===== src/rtl/delay_tap_calibrator.sv =====
// Calibration sweep for the 8-tap delay line: step taps 0..7, settle, majority-sample,
// lock on the first tap that reads mostly high. man_en forces the tap and aborts a sweep.
module delay_tap_calibrator #(
   parameter int SETTLE_CYCLES = 4,
   parameter int SAMPLES       = 8,
   parameter int THRESH        = 5
) (
   input  logic       clk,
   input  logic       rst_n,
   input  logic       start,
   input  logic       sample_in,
   input  logic       man_en,
   input  logic [2:0] man_sel,
   output logic [2:0] sel,
   output logic       busy,
   output logic       done,
   output logic       locked,
   output logic       fail,
   output logic [2:0] tap
);
   localparam int CNT_MAX = (SETTLE_CYCLES > SAMPLES) ? SETTLE_CYCLES : SAMPLES;
   localparam int CNT_W   = $clog2(CNT_MAX + 1);
   localparam int ONES_W  = $clog2(SAMPLES + 1);
   localparam logic [CNT_W-1:0]  SETTLE_LAST = CNT_W'(SETTLE_CYCLES - 1);
   localparam logic [CNT_W-1:0]  SAMPLE_LAST = CNT_W'(SAMPLES - 1);
   localparam logic [ONES_W-1:0] ONES_MAX    = ONES_W'(SAMPLES);
   localparam logic [ONES_W-1:0] ONES_THR    = ONES_W'(THRESH);

   typedef enum logic [2:0] {S_IDLE, S_SETTLE, S_MEASURE, S_EVAL, S_DONE} state_t;

   state_t            state_q, state_d;
   logic [CNT_W-1:0]  cnt_q, cnt_d;
   logic [ONES_W-1:0] ones_q, ones_d;
   logic [2:0]        cal_sel_q, cal_sel_d;
   logic [2:0]        tap_q, tap_d;
   logic              busy_q, busy_d;
   logic              done_q, done_d;
   logic              locked_q, locked_d;
   logic              fail_q, fail_d;

   always_comb begin
      state_d   = state_q;
      cnt_d     = cnt_q;
      ones_d    = ones_q;
      cal_sel_d = cal_sel_q;
      tap_d     = tap_q;
      busy_d    = busy_q;
      done_d    = 1'b0;
      locked_d  = locked_q;
      fail_d    = fail_q;
      // Manual override drops any sweep in flight, including the DONE cycle.
      if (man_en && state_q != S_IDLE) begin
         state_d   = S_IDLE;
         cnt_d     = '0;
         ones_d    = '0;
         cal_sel_d = 3'd0;
         tap_d     = 3'd0;
         busy_d    = 1'b0;
         locked_d  = 1'b0;
         fail_d    = 1'b0;
      end else begin
         case (state_q)
            S_IDLE: begin
               if (start && !man_en) begin
                  state_d   = S_SETTLE;
                  cnt_d     = '0;
                  ones_d    = '0;
                  cal_sel_d = 3'd0;
                  tap_d     = 3'd0;
                  busy_d    = 1'b1;
                  locked_d  = 1'b0;
                  fail_d    = 1'b0;
               end
            end
            S_SETTLE: begin
               if (cnt_q == SETTLE_LAST) begin
                  state_d = S_MEASURE;
                  cnt_d   = '0;
               end else begin
                  cnt_d = cnt_q + CNT_W'(1);
               end
            end
            S_MEASURE: begin
               if (sample_in && ones_q != ONES_MAX) ones_d = ones_q + ONES_W'(1);
               if (cnt_q == SAMPLE_LAST) begin
                  state_d = S_EVAL;
                  cnt_d   = '0;
               end else begin
                  cnt_d = cnt_q + CNT_W'(1);
               end
            end
            S_EVAL: begin
               if (ones_q >= ONES_THR) begin
                  state_d  = S_DONE;
                  tap_d    = cal_sel_q;
                  locked_d = 1'b1;
                  busy_d   = 1'b0;
                  done_d   = 1'b1;
               end else if (cal_sel_q == 3'd7) begin
                  state_d   = S_DONE;
                  fail_d    = 1'b1;
                  tap_d     = 3'd0;
                  cal_sel_d = 3'd0;
                  busy_d    = 1'b0;
                  done_d    = 1'b1;
               end else begin
                  state_d   = S_SETTLE;
                  cal_sel_d = cal_sel_q + 3'd1;
                  cnt_d     = '0;
                  ones_d    = '0;
               end
            end
            S_DONE:  state_d = S_IDLE;
            default: state_d = S_IDLE;
         endcase
      end
   end

   always_ff @(posedge clk) begin
      if (!rst_n) begin
         state_q   <= S_IDLE;
         cnt_q     <= '0;
         ones_q    <= '0;
         cal_sel_q <= 3'd0;
         tap_q     <= 3'd0;
         busy_q    <= 1'b0;
         done_q    <= 1'b0;
         locked_q  <= 1'b0;
         fail_q    <= 1'b0;
      end else begin
         state_q   <= state_d;
         cnt_q     <= cnt_d;
         ones_q    <= ones_d;
         cal_sel_q <= cal_sel_d;
         tap_q     <= tap_d;
         busy_q    <= busy_d;
         done_q    <= done_d;
         locked_q  <= locked_d;
         fail_q    <= fail_d;
      end
   end

   assign sel    = man_en ? man_sel : cal_sel_q;
   assign busy   = busy_q;
   assign done   = done_q;
   assign locked = locked_q;
   assign fail   = fail_q;
   assign tap    = tap_q;
endmodule


===== config.mk =====
export PLATFORM = sky130hd
export DESIGN_NAME = delay_tap_calibrator
export DESIGN_NICKNAME = d
export VERILOG_FILES = /design/src/rtl/delay_tap_calibrator.sv
export SDC_FILE = /design/constraint.sdc
export NUM_CORES = 1
export LEC_CHECK = 0
export CORE_MARGIN = 2
export CORE_UTILIZATION = 53
export DETAILED_ROUTE_END_ITERATION = 7
export GPL_TIMING_DRIVEN = 0
export PLACE_DENSITY = 0.77
export SYNTH_ARGS = -nofsm -noshare
export SYNTH_HDL_FRONTEND = slang
export SYNTH_SLANG_ARGS = --single-unit

===== constraint.sdc =====
create_clock -name clk -period 1.6 [get_ports clk]
set_input_delay 0.32 -clock clk [delete_from_list [all_inputs] [get_ports clk]]
set_output_delay 0.32 -clock clk [all_outputs]
set_load 0.01 [all_outputs]

-- Word-level counts from Yosys, hierarchy flattened
Cells that the tools add are included.
- word-level logic and storage cells: 83
- input bits: 8
- register bits: 21
- output and inout port bits: 10
- equal/unequal tests: 16
- mux-type cells: 34
- order comparisons: 1
- $add $sub $neg: 3
- reductions and logical operators: 18
- bitwise operators: 2
- operators by type and width (kind ; number):
    $mux 3 ; 11
    $mux 4 ; 6
    $ne 2x2->1 const B ; 8
    $pmux 4 s4 ; 1
    $pmux 3 s2 ; 2
    $pmux 3 s4 ; 1
    $pmux 4 s3 ; 1
    $reduce_and 3->1 ; 4
    $mux 1 ; 9
    $add 4x1->4 const B ; 2
    $reduce_and 4->1 ; 2
    $eq 3x2->1 const B ; 2
    $pmux 1 s2 ; 3
    $reduce_bool 3->1 ; 2
    $reduce_and 5->1 ; 1
    $eq 4x2->1 const B ; 1
    $eq 4x3->1 const B ; 1
    $ge 4x3->1 const B ; 1
    $ne 4x4->1 const B ; 1
    $reduce_bool 4->1 ; 1
    $add 3x1->3 const B ; 1
    $eq 3x1->1 const B ; 1
    $eq 3x3->1 const B ; 1
    $logic_and 1x1->1 ; 3
    7 further kinds ; 8

-- Logic depth before layout (Yosys ltp)
- depth after elaboration: 4
- gate-level depth with buffers: 6
- mapped depth without buffers: 6

-- Worst setup path after synthesis
Ideal clock, no wire load.
- path kind: reg-to-reg
- from: register cal_sel_q[0]
- to: register tap_q[0], in the netlist tap[0]
- path buffers: 0
- setup time: 0.070 ns
- setup slack: 0.112 ns
- clock period less this slack: 1.488 ns
- arrival: 1.418 ns
- required time: 1.530 ns
- stages on the path, launching flop included: 7
- cells stage by stage: dfxtp_1 ha_1 ha_1 nor2_1 a21boi_1 o211ai_1 a21oi_1
- longest elaborated chain between the ends: 3
- elaborated cells between the ends (all ways): 5
- those cells by class: eq/ne: 2; mux: 2; reduce/logical: 1
- ends and longest elaborated chain (element ; RTL line ; text):
    start: declaration ; 34 ; logic [2:0] cal_sel_q, cal_sel_d;
    start signal: assignment ; 134 ; cal_sel_q <= cal_sel_d;
    $eq 3x3->1 ; 99 ; end else if (cal_sel_q == 3'd7) begin
    $ne 3x3->1 (no source line) ; n/a ;
    $reduce_and 3->1 (no source line) ; n/a ;
    end signal: assignment ; 135 ; tap_q <= tap_d;
    end: declaration ; 35 ; logic [2:0] tap_q, tap_d;
Several ways; a longest one is shown, not always the timed one.
A chain may end at the register's enable or synchronous reset.

-- Final worst setup path
- from: register ones_q[1]
- to: register cal_sel_q[1]
- longest elaborated chain between the ends: 3
- ends and longest elaborated chain (element ; RTL line ; text):
    start: declaration ; 33 ; logic [ONES_W-1:0] ones_q, ones_d;
    start signal: assignment ; 133 ; ones_q <= ones_d;
    $ge 4x3->1 ; 93 ; if (ones_q >= ONES_THR) begin
    $ne 2x2->1 (no source line) ; n/a ;
    $reduce_and 3->1 (no source line) ; n/a ;
No other way between the ends.

==> run summary <==
* **CP top delay family** simple AND/OR/NAND/NOR gates
* **number of synthesized register bits** 21
* **Remaining DRCs** 0
* **core area** 2212 um2
* **number of enable-type register cells in the synthesized netlist** 0
* **antenna violations before repair** 0
* **total number of yosys warnings** 0
* **RSZ-0062 raised after global routing** yes
* **Final nets** 184
* **height of the die** 52.52 um
* **leading register cell type out of synthesis** dfxtp_1
* **worst reg2reg path depth** 6
* **startpoint kind of the worst setup timing path** flip-flop
* **hold-critical path endpoint** ones_q[1]
* **Initial Utilization** 0.5639
* **violated checks** setup timing
* **CP Capture Type** flip-flop
* **Internal Pwr Total** 0.7275 mW
* **total number of vias** 1170
* **fill cell count** 182
* **max cap viols** 0
* **post-synthesis to final-layout area growth** 23.87%
* **final worst slack** -0.005446 ns
* **combined buffer and inverter count along the critical path** 1
* **Crit-path slowest cell** dfxtp_2
* **# clock sinks** 21
* **Via density** 5.939
* **launch instance of the worst min-delay path** man_en
* **net switching power figure** 0.3090 mW
* **worst slew pin tran** 0.3624 ns
* **Adder-Cell Fraction of Synth Area** 0.06018
* **final weighted congestion of routability-driven global placement** 0.9286
* **Post-Syn Area per Cell** 8.486 um2
* **clock tree skew after final layout** 0.006896 ns
* **leading cell types by total area after synthesis** dfxtp_1 34%, ha_1 6.0%, a21oi_1 5.2%
* **portion of synthesized cell area occupied by the leading cell type** 0.3370
* **clock transition at the registers of the reported paths** 0.13 ns
* **proportion of register bits with asynchronous set or reset after synthesis** 0
* **floorplan row count** 17
* **Final Slew Violations** 0
* **number of buffers created by CTS** 3
* **Lkg Pwr** 0.5745 nW
* **total I/O pin count** 18
* **first-pass GRT wire length** 4.740 mm
* **Worst path max stage delay** 0.37 ns
* **crit path time final** 1.605 ns
* **cell area after layout** 1545 um2
* **die width** 52.52 um
* **post-synth net total** 161
* **compound-gate portion of the synthesized area** 0.2227
* **combinational group share of total power** 0.216
* **pin count of the biggest net entering global routing** 13
* **fraction of layout cells with a size suffix above 1** 0.2189
* **Post-Synth XOR/XNOR Area** 0.01404
* **count of antenna-violating nets left after detailed routing** 0
* **number of global-route vias before repair** 1053
* **overall track demand over capacity in global routing** 0.2311
* **cell area after technology mapping** 1247 um2
* **clock latency at the later pin of the worst-skew pair** 0.32 ns
* **Max FO, Critical Path** 6
* **Initial DRC Count** 45
* **Avg WL per Cell** 15.35 um
* **clock tree from TritonCTS** built
* **dominant combinational cell family by area after synthesis** simple AND/OR/NAND/NOR gates
* **signal arrival time at the worst endpoint** 1.81 ns
* **# H-tree levels** 1
* **Max-Slew Margin vs Limit** 0.7581
* **number of I/O port buffers** 16
* **highest attainable clock frequency** 622.9 MHz
* **mux cell area share after synthesis** 0.05216
* **distinct cell type count of the synthesized netlist** 41
* **instance area after placement** 1443 um2
* **Routed Wire Length** 3.023 mm
* **sequential share of the synthesized area** 0.3370
* **simple-gate portion of the synthesized area** 0.2628
* **fraction of power spent switching nets** 0.2981
* **post-synthesis instance total** 147
* **cell chosen for the clock root** clkbuf_4
* **portion of total power attributed to sequential cells** 0.525
* **first-pass detailed-route iteration total** 4
* **Final Hold Violating Endpoints** 0
* **register-to-register setup slack** -0.005 ns
* **die footprint** 2758 um2
* **n_diodes** 0
* **Worst Path Class, Setup** reg2reg
* **Max IR drop VDD** 0.0005768 V
* **share of power burned in the clock network** 0.259
* **startpoint of the worst register-to-register path** ones_q[1]
* **Critical Path RT** 1.81 ns
* **number of failing setup endpoints in the final timing report** 1
* **largest buffer count on any clock path** 2
* **number of cells traversed by the worst hold path** 4
* **outcome** finished, violations left
* **detailed-placement wirelength estimate** 2.161 mm
* **dominant cell type by area after synthesis** dfxtp_1
* **worst hold-check path type** in2reg
* **total congestion overflow after global routing** 0
* **final worst-path cycle share** 1.003
* **PnR Total Power** 1.037 mW
* **crit path cell chain** inv_1 > ha_1 > nand2b_2 > a211oi_4 > nand3b_1 > a21oi_1
* **P per Cell Area** 670.8 nW/um2
* **capture point of the worst reg-to-reg path** cal_sel_q[1]
power groups by stage:
| stage | logic (mW) | clock network [mW] | registers, mW |
|---|---|---|---|
| 2_1_floorplan | 0.148 | 0 | 0.556 |
| 3_3_place_gp | 0.211 | 0 | 0.555 |
| 3_5_place_dp | 0.213 | 0 | 0.556 |
| 4_1_cts | 0.214 | 0.274 | 0.544 |
| 5_1_grt | 0.246 | 0.288 | 0.545 |
| 6_report | 0.224 | 0.269 | 0.544 |
registers in the layout (all words and copies together) (netlist names):
register,flops
busy,1
state_q,3
done,1
fail,1
tap,3
cnt_q,4
locked,1
ones_q,4
cal_sel_q,3
final cells by class:
cell class,instances,area [um2],area share
repair buffers,18,173.9,0.1126
clock buffers,3,22.52,0.01457
plain buffers,7,46.29,0.02996
well taps,28,35.03,0.02267
flip-flops and latches,21,425.4,0.2753
multi-input cells,114,818.3,0.5296
inverters,5,18.77,0.01215
clock inverters,1,5.005,0.003239
routing by layer:
metal	up-vias	share of wire	global-route usage
li1	580	-	-
met1	557	0.47	0.3245
met2	27	0.48	0.3542
met3	6	0.044	0.03429
met4	0	0.014	0.08974
met5	-	0	0
cell usage after synthesis, types with 3 or more instances:
library cell and number:
a21o_1 3, nand4_1 3, buf_2 3, nor2_1 10, o21ai_0 6, nand2_1 11, dfxtp_1 21, ha_1 6
nor2b_1 3, nand3_1 8, inv_1 5, and2_1 3, a21oi_1 13, nor3_1 3, o211ai_1 7, nand3b_1 6
nand2b_1 4, mux2_2 4
kinds of logic after synthesis:
group,after synthesis
buffers and inverters,12
AO/OA/AOI/OAI,42
XOR/XNOR,2
AND/OR/NAND/NOR,58
flip-flops,21
multiplexers,6
adder cells (fa/ha/maj),6
worst reg2reg max path: stages (launching register included):
cell and delay (ns):
dfxtp_2 0.37, inv_1 0.06, ha_1 0.21, nand2b_2 0.24, a211oi_4 0.32, nand3b_1 0.19
a21oi_1 0.10
what timing repair did:
item                                    4_1_cts  5_1_grt
setup buffers                                 0        2
pin swaps                                     1        5
gates resized for setup                       7       17
endpoints found under the setup margin       20       18
hold buffers                                  0        0
layout by cell type (no fill, tap or decap), types with 5 or more instances in the layout:
master and n:
dfxtp_1 17, clkdlybuf4s50_1 13, a21oi_1 12, nand2_1 11, nor2_1 8, o211ai_1 7, nand3_1 7, nand3b_1 6
o21ai_0 6, inv_1 5
stage by stage:
step / setup slack [ns] / utilization / setup TNS (ns) / std cells / hold WS, ns
floorplan: 0.1119 / - / 0 / 147 / 0.4401
global placement: -0.1640 / 0.6521 / -1.164 / 191 / 0.4576
detailed placement: -0.1785 / 0.6521 / -1.709 / 191 / 0.4725
CTS: 0.008297 / 0.6697 / 0 / 195 / 0.4902
global route: -0.04248 / 0.6985 / -0.07950 / 197 / 0.4865
finish: -0.005446 / 0.6985 / -0.005446 / 197 / 0.4598
how the worst max path moves through the flow:
stage | start | end | slack (ns) | cells past startpoint
after floorplan | cal_sel_q[0] | tap[0] | 0.11 | 6
after global placement | man_sel[0] | sel[0] | -0.16 | 3
after detailed placement | man_sel[0] | sel[0] | -0.18 | 3
after CTS | ones_q[1] | cal_sel_q[1] | 0.008 | 6
after global routing | ones_q[1] | cal_sel_q[1] | -0.04 | 6
final | ones_q[1] | cal_sel_q[1] | -0.005 | 6
Note: power is estimated with default switching activity, not from simulation.
==> edit 1: new RTL, same flow settings <==
`SAMPLES`: 8 -> 16.
--- a/src/rtl/delay_tap_calibrator.sv
+++ b/src/rtl/delay_tap_calibrator.sv
@@ -2,7 +2,7 @@
 // lock on the first tap that reads mostly high. man_en forces the tap and aborts a sweep.
 module delay_tap_calibrator #(
    parameter int SETTLE_CYCLES = 4,
-   parameter int SAMPLES       = 8,
+   parameter int SAMPLES       = 16,
    parameter int THRESH        = 5
 ) (
    input  logic       clk,
Behaviour: no difference found for any inputs over 10 cycles, from zero or initial values; that may be too few to reach the edited logic, so the function may still have changed.
==> edit 1 against the original RTL <==
Worst setup slack better by 0.032 ns. Via count is 7.9% higher. Clock skew is 0.0041 ns lower. Area after synthesis is 4.3% higher. Total power is 3.7% higher. Non-clock buffer count is 10 higher. Utilization is 8.0 points higher. Sequential cell count is 2 higher. Sequential power is 8.6% higher. Routed wire length is 11% higher. Synthesized cell count stayed put. Final area is 15% higher. First-iteration DRC count is 24% lower. Highest routed layer unchanged.
==> edit 1: results (changes against the original RTL) <==
status=finished, final reports clean (was finished, violations left); number of global-route vias before repair=1,120 (was 1,053); met1 WL=1.46 mm (was 1.41 mm); Setup Skew=0.00281 ns (was 0.00690 ns); M2 GR Usage=41.2% (was 35.4%); GRT Util Overall=24.7% (was 23.1%); crit path DAT=1.78 ns (was 1.81 ns); Synth Flop Type=dfxtp_1 (unchanged); first-pass GRT wire length=4.99 mm (was 4.74 mm); Worst slew margin=74.2% (was 75.8%); Peak VDD IR=0.000766 V (was 0.000577 V); post-layout net count=198 (was 184); Synth area leaders=dfxtp_1, ha_1, a21oi_1 (unchanged); initial DRC count=34 (was 45); met1 GRT Util=33.4% (was 32.4%); crit-path max FO=5 (was 6); pre-CTS setup slack=-0.197 ns (was -0.178 ns); DP Area=1500 sq um (was 1440 sq um); r2r setup slk=0.03 ns (was -0.005 ns); WL met2=1.72 mm (was 1.44 mm); largest net degree at the start of global routing=13 (unchanged); via/cell ratio=6.04 (was 5.94); layout cell share with drive strength beyond 1=30.9% (was 21.9%); Post-Syn Nets=163 (was 161); post-DP HPWL=2.16 mm (about the same); met3 WL=143 um (was 133 um); met3 Use GR=3.33% (was 3.43%); register area share after synthesis=35.4% (was 33.7%); highest-delay cell along the critical path=dfxtp_4 (was dfxtp_2); WHS=0.445 ns (was 0.460 ns); # diodes=0 (unchanged); synth unique cells=40 (was 41); clock latency at the later pin of the worst-skew pair=0.31 ns; CP delay by family, top=compound AO/OA/AOI/OAI gates (was simple AND/OR/NAND/NOR gates); Worst Hold Path Cells=3 (was 4); RR Endpoint=cnt_q[1] (was cal_sel_q[1]); Reg-to-Reg Start=cal_sel_q[0] (was ones_q[1]); Lkg Pwr=0.675 nW (was 0.574 nW); biggest regs=cnt_q (5), ones_q (5) (was cnt_q (4), ones_q (4)); DR vias=1,262 (was 1,170); Pre-antenna DRT Iters=5 (was 4); gpl congestion=0.794 (was 0.929); drt wl/cell=16.0 um (was 15.3 um); Commonest cells post-synth=dfxtp_1, a21oi_1, nand2_1, nor2_1, ha_1 (was dfxtp_1, a21oi_1, nand2_1)
-- edit 1: cell count changes after synthesis, sizes merged, moves of 3 or more --
cell	unedited run	this run
a32o	0	3
o211ai	7	0
and2	3	0
nand3b	6	1
-- edit 1: logic make-up (layout without fill, tap and decap cells) --
kind of cell | count (synthesis) | count (layout) | synth area share (%)
and+or+nand+nor | 56 | 56 | 23.8
AOI/OAI and AO/OA | 45 | 45 | 25.9
DFF | 23 | 23 | 35.4
buffers and inverters | 12 | 46 | 4.62
adders and majority gates | 8 | 8 | 7.69
muxes | 3 | 3 | 2.60
-- edit 1: area by class of cell --
cell class	count	area, sq um
multi-input combinational	112	906
fill	174	504
sequential	23	477
timing repair buffer	30	268
tap	28	35.0
buffer	5	33.8
clock buffer	4	26.3
inverter	7	26.3
-- edit 1: repair_timing --
| item | in CTS | in global routing |
|---|---|---|
| endpoints found under the hold margin | 0 | 0 |
| endpoints found under the setup margin | 21 | 17 |
| hold buffers | 0 | 0 |
| setup buffers | 10 | 5 |
| resized for setup | 28 | 12 |
| pin swaps | 9 | 12 |
-- edit 1: power by group --
group | total, mW | switching (mW) | leakage, nW | internal [mW]
sequential | 0.591 | 0.0116 | 0.190 | 0.579
clock | 0.269 | 0.172 | 0.0150 | 0.0972
combinational | 0.214 | 0.118 | 0.470 | 0.0965
-- edit 1: worst max-delay path by stage --
stage,slack [ns],to,cells past startpoint,startpoint
3_5_place_dp,-0.20,cnt_q[1],6,ones_q[1]
5_1_grt,-0.04,cnt_q[2],8,cnt_q[0]
3_3_place_gp,-0.18,cnt_q[1],6,ones_q[1]
2_1_floorplan,0.0003,cnt_q[2],8,cnt_q[0]
6_report,0.03,cnt_q[1],6,cal_sel_q[0]
4_1_cts,0.002,sel[2],2,cal_sel_q[2]
==> edit 2: new RTL, config.mk and constraints unchanged <==
Made on the original files. Register the inputs `start`, `sample_in`, `man_en` and `man_sel` before use, cleared by the reset. The logic sees them one clock later.
--- a/src/rtl/delay_tap_calibrator.sv
+++ b/src/rtl/delay_tap_calibrator.sv
@@ -28,6 +28,25 @@
 
    typedef enum logic [2:0] {S_IDLE, S_SETTLE, S_MEASURE, S_EVAL, S_DONE} state_t;
 
+   logic start_q;
+   logic sample_q;
+   logic man_en_q;
+   logic [2:0] man_sel_q;
+
+   always_ff @(posedge clk) begin
+      if (!rst_n) begin
+         start_q   <= '0;
+         sample_q  <= '0;
+         man_en_q  <= '0;
+         man_sel_q <= '0;
+      end else begin
+         start_q   <= start;
+         sample_q  <= sample_in;
+         man_en_q  <= man_en;
+         man_sel_q <= man_sel;
+      end
+   end
+
    state_t            state_q, state_d;
    logic [CNT_W-1:0]  cnt_q, cnt_d;
    logic [ONES_W-1:0] ones_q, ones_d;
@@ -49,7 +68,7 @@
       locked_d  = locked_q;
       fail_d    = fail_q;
       // Manual override drops any sweep in flight, including the DONE cycle.
-      if (man_en && state_q != S_IDLE) begin
+      if (man_en_q && state_q != S_IDLE) begin
          state_d   = S_IDLE;
          cnt_d     = '0;
          ones_d    = '0;
@@ -61,7 +80,7 @@
       end else begin
          case (state_q)
             S_IDLE: begin
-               if (start && !man_en) begin
+               if (start_q && !man_en_q) begin
                   state_d   = S_SETTLE;
                   cnt_d     = '0;
                   ones_d    = '0;
@@ -81,7 +100,7 @@
                end
             end
             S_MEASURE: begin
-               if (sample_in && ones_q != ONES_MAX) ones_d = ones_q + ONES_W'(1);
+               if (sample_q && ones_q != ONES_MAX) ones_d = ones_q + ONES_W'(1);
                if (cnt_q == SAMPLE_LAST) begin
                   state_d = S_EVAL;
                   cnt_d   = '0;
@@ -140,7 +159,7 @@
       end
    end
 
-   assign sel    = man_en ? man_sel : cal_sel_q;
+   assign sel    = man_en_q ? man_sel_q : cal_sel_q;
    assign busy   = busy_q;
    assign done   = done_q;
    assign locked = locked_q;
Formal check against the unedited RTL: not equivalent (Yosys sat finds a counterexample within 4 cycles, from zero or initial values and one cycle with rst_n low).
==> edit 2 against the original RTL <==
Final area rose by 8.3%. Total power increased by 7.2%. Sequential cell count is 6 higher. Clock power is 12% higher. Worst setup slack worse by 0.016 ns. Area after synthesis up 2.5%. The run still ends with setup timing left. Critical path depth is 1 lower. Largest power group unchanged. Routed wire length is 8.2% lower.
==> edit 2: results (changes against the original RTL) <==
Setup Skew=0.00471 ns (was 0.00690 ns); Post-Syn Nets=150 (was 161); Synth area leaders=dfxtp_1, ha_1, o211ai_1 (was dfxtp_1, ha_1, a21oi_1); Pre-antenna DRT Iters=5 (was 4); CTS resizes=16 (was 7); register area share after synthesis=42.3% (was 33.7%); Post-Layout Cell Count=196 (was 197); Reg clk slew, reported paths=0.15 ns (was 0.13 ns); largest net degree at the start of global routing=15 (was 13); crit-path max FO=3 (was 6); Psw=271 uW (was 309 uW); number of global-route vias before repair=1,043 (was 1,053); pre-CTS setup slack=-0.229 ns (was -0.178 ns); drt wl/cell=14.2 um (was 15.3 um); Root Buffer=clkbuf_4 (unchanged); met3 WL=115 um (was 133 um); Gate power share=10.5% (was 21.6%); final setup TNS=-0.0215 ns (was -0.00545 ns); Lkg Pwr=0.653 nW (was 0.574 nW); met3 Use GR=2.82% (was 3.43%); Avg Inst Size Synth=9.40 sq um (was 8.49 sq um); layout cell share with drive strength beyond 1=29.8% (was 21.9%); Post-CTS Setup Inserts=9 (was 0); Worst slew margin=69.0% (was 75.8%); Commonest cells post-synth=dfxtp_1, a21oi_1, nand3_1 (was dfxtp_1, a21oi_1, nand2_1); met1 WL=1.29 mm (was 1.41 mm); Hold WC Path Type=flip-flop to flip-flop (was input pin to flip-flop); M2 GR Usage=38.8% (was 35.4%); PnR worst setup slack=-0.0215 ns (was -0.00545 ns); initial DRC count=21 (was 45); WL met2=1.35 mm (was 1.44 mm); status=finished, violations left (unchanged); post-layout net count=183 (was 184); CP peak stage delay=0.39 ns (was 0.37 ns); post-DP HPWL=1.92 mm (was 2.16 mm); Clock net power=300 uW (was 269 uW); CP delay by family, top=compound AO/OA/AOI/OAI gates (was simple AND/OR/NAND/NOR gates); Peak VDD IR=0.000523 V (was 0.000577 V); highest-delay cell along the critical path=or3b_4 (was dfxtp_2); failing checks=setup timing (unchanged); Final Setup Violations=1 (unchanged); IO Port Bufs=17 (was 16); DR vias=1,138 (was 1,170); Final Power=1.11 mW (was 1.04 mW); first-pass GRT wire length=4.61 mm (was 4.74 mm); gpl congestion=0.853 (was 0.929); DP Area=1500 sq um (was 1440 sq um); crit path DAT=1.86 ns (was 1.81 ns); met1 GRT Util=28.3% (was 32.4%)
-- edit 2: worst paths after layout --
check | start | endpoint | slack (ns) | cells past startpoint
setup reg to reg | cnt_q[1] | state_q[0] | -0.02 | 5
hold / removal | busy | busy | 0.49 | 2
setup / recovery | cnt_q[1] | state_q[0] | -0.02 | 5
hold reg to reg | busy | busy | 0.49 | 2
-- edit 2: cell type report --
cell class                 instances  area (sq um)
fill                             177           581
buffer                             5          26.3
tap                               28          35.0
sequential                        27           551
timing repair buffer              28           238
clock buffer                       4          26.3
inverter                           6          22.5
multi-input combinational         98           776
-- edit 2: cells by family after synthesis --
| group | after synthesis | synth area share [%] |
|---|---|---|
| multiplexers | 4 | 3.42 |
| AO/OA/AOI/OAI | 37 | 20.8 |
| adder cells (fa/ha/maj) | 6 | 5.87 |
| XOR/XNOR | 4 | 2.74 |
| buffers and inverters | 11 | 3.72 |
| flip-flops | 27 | 42.3 |
| AND/OR/NAND/NOR | 47 | 21.1 |
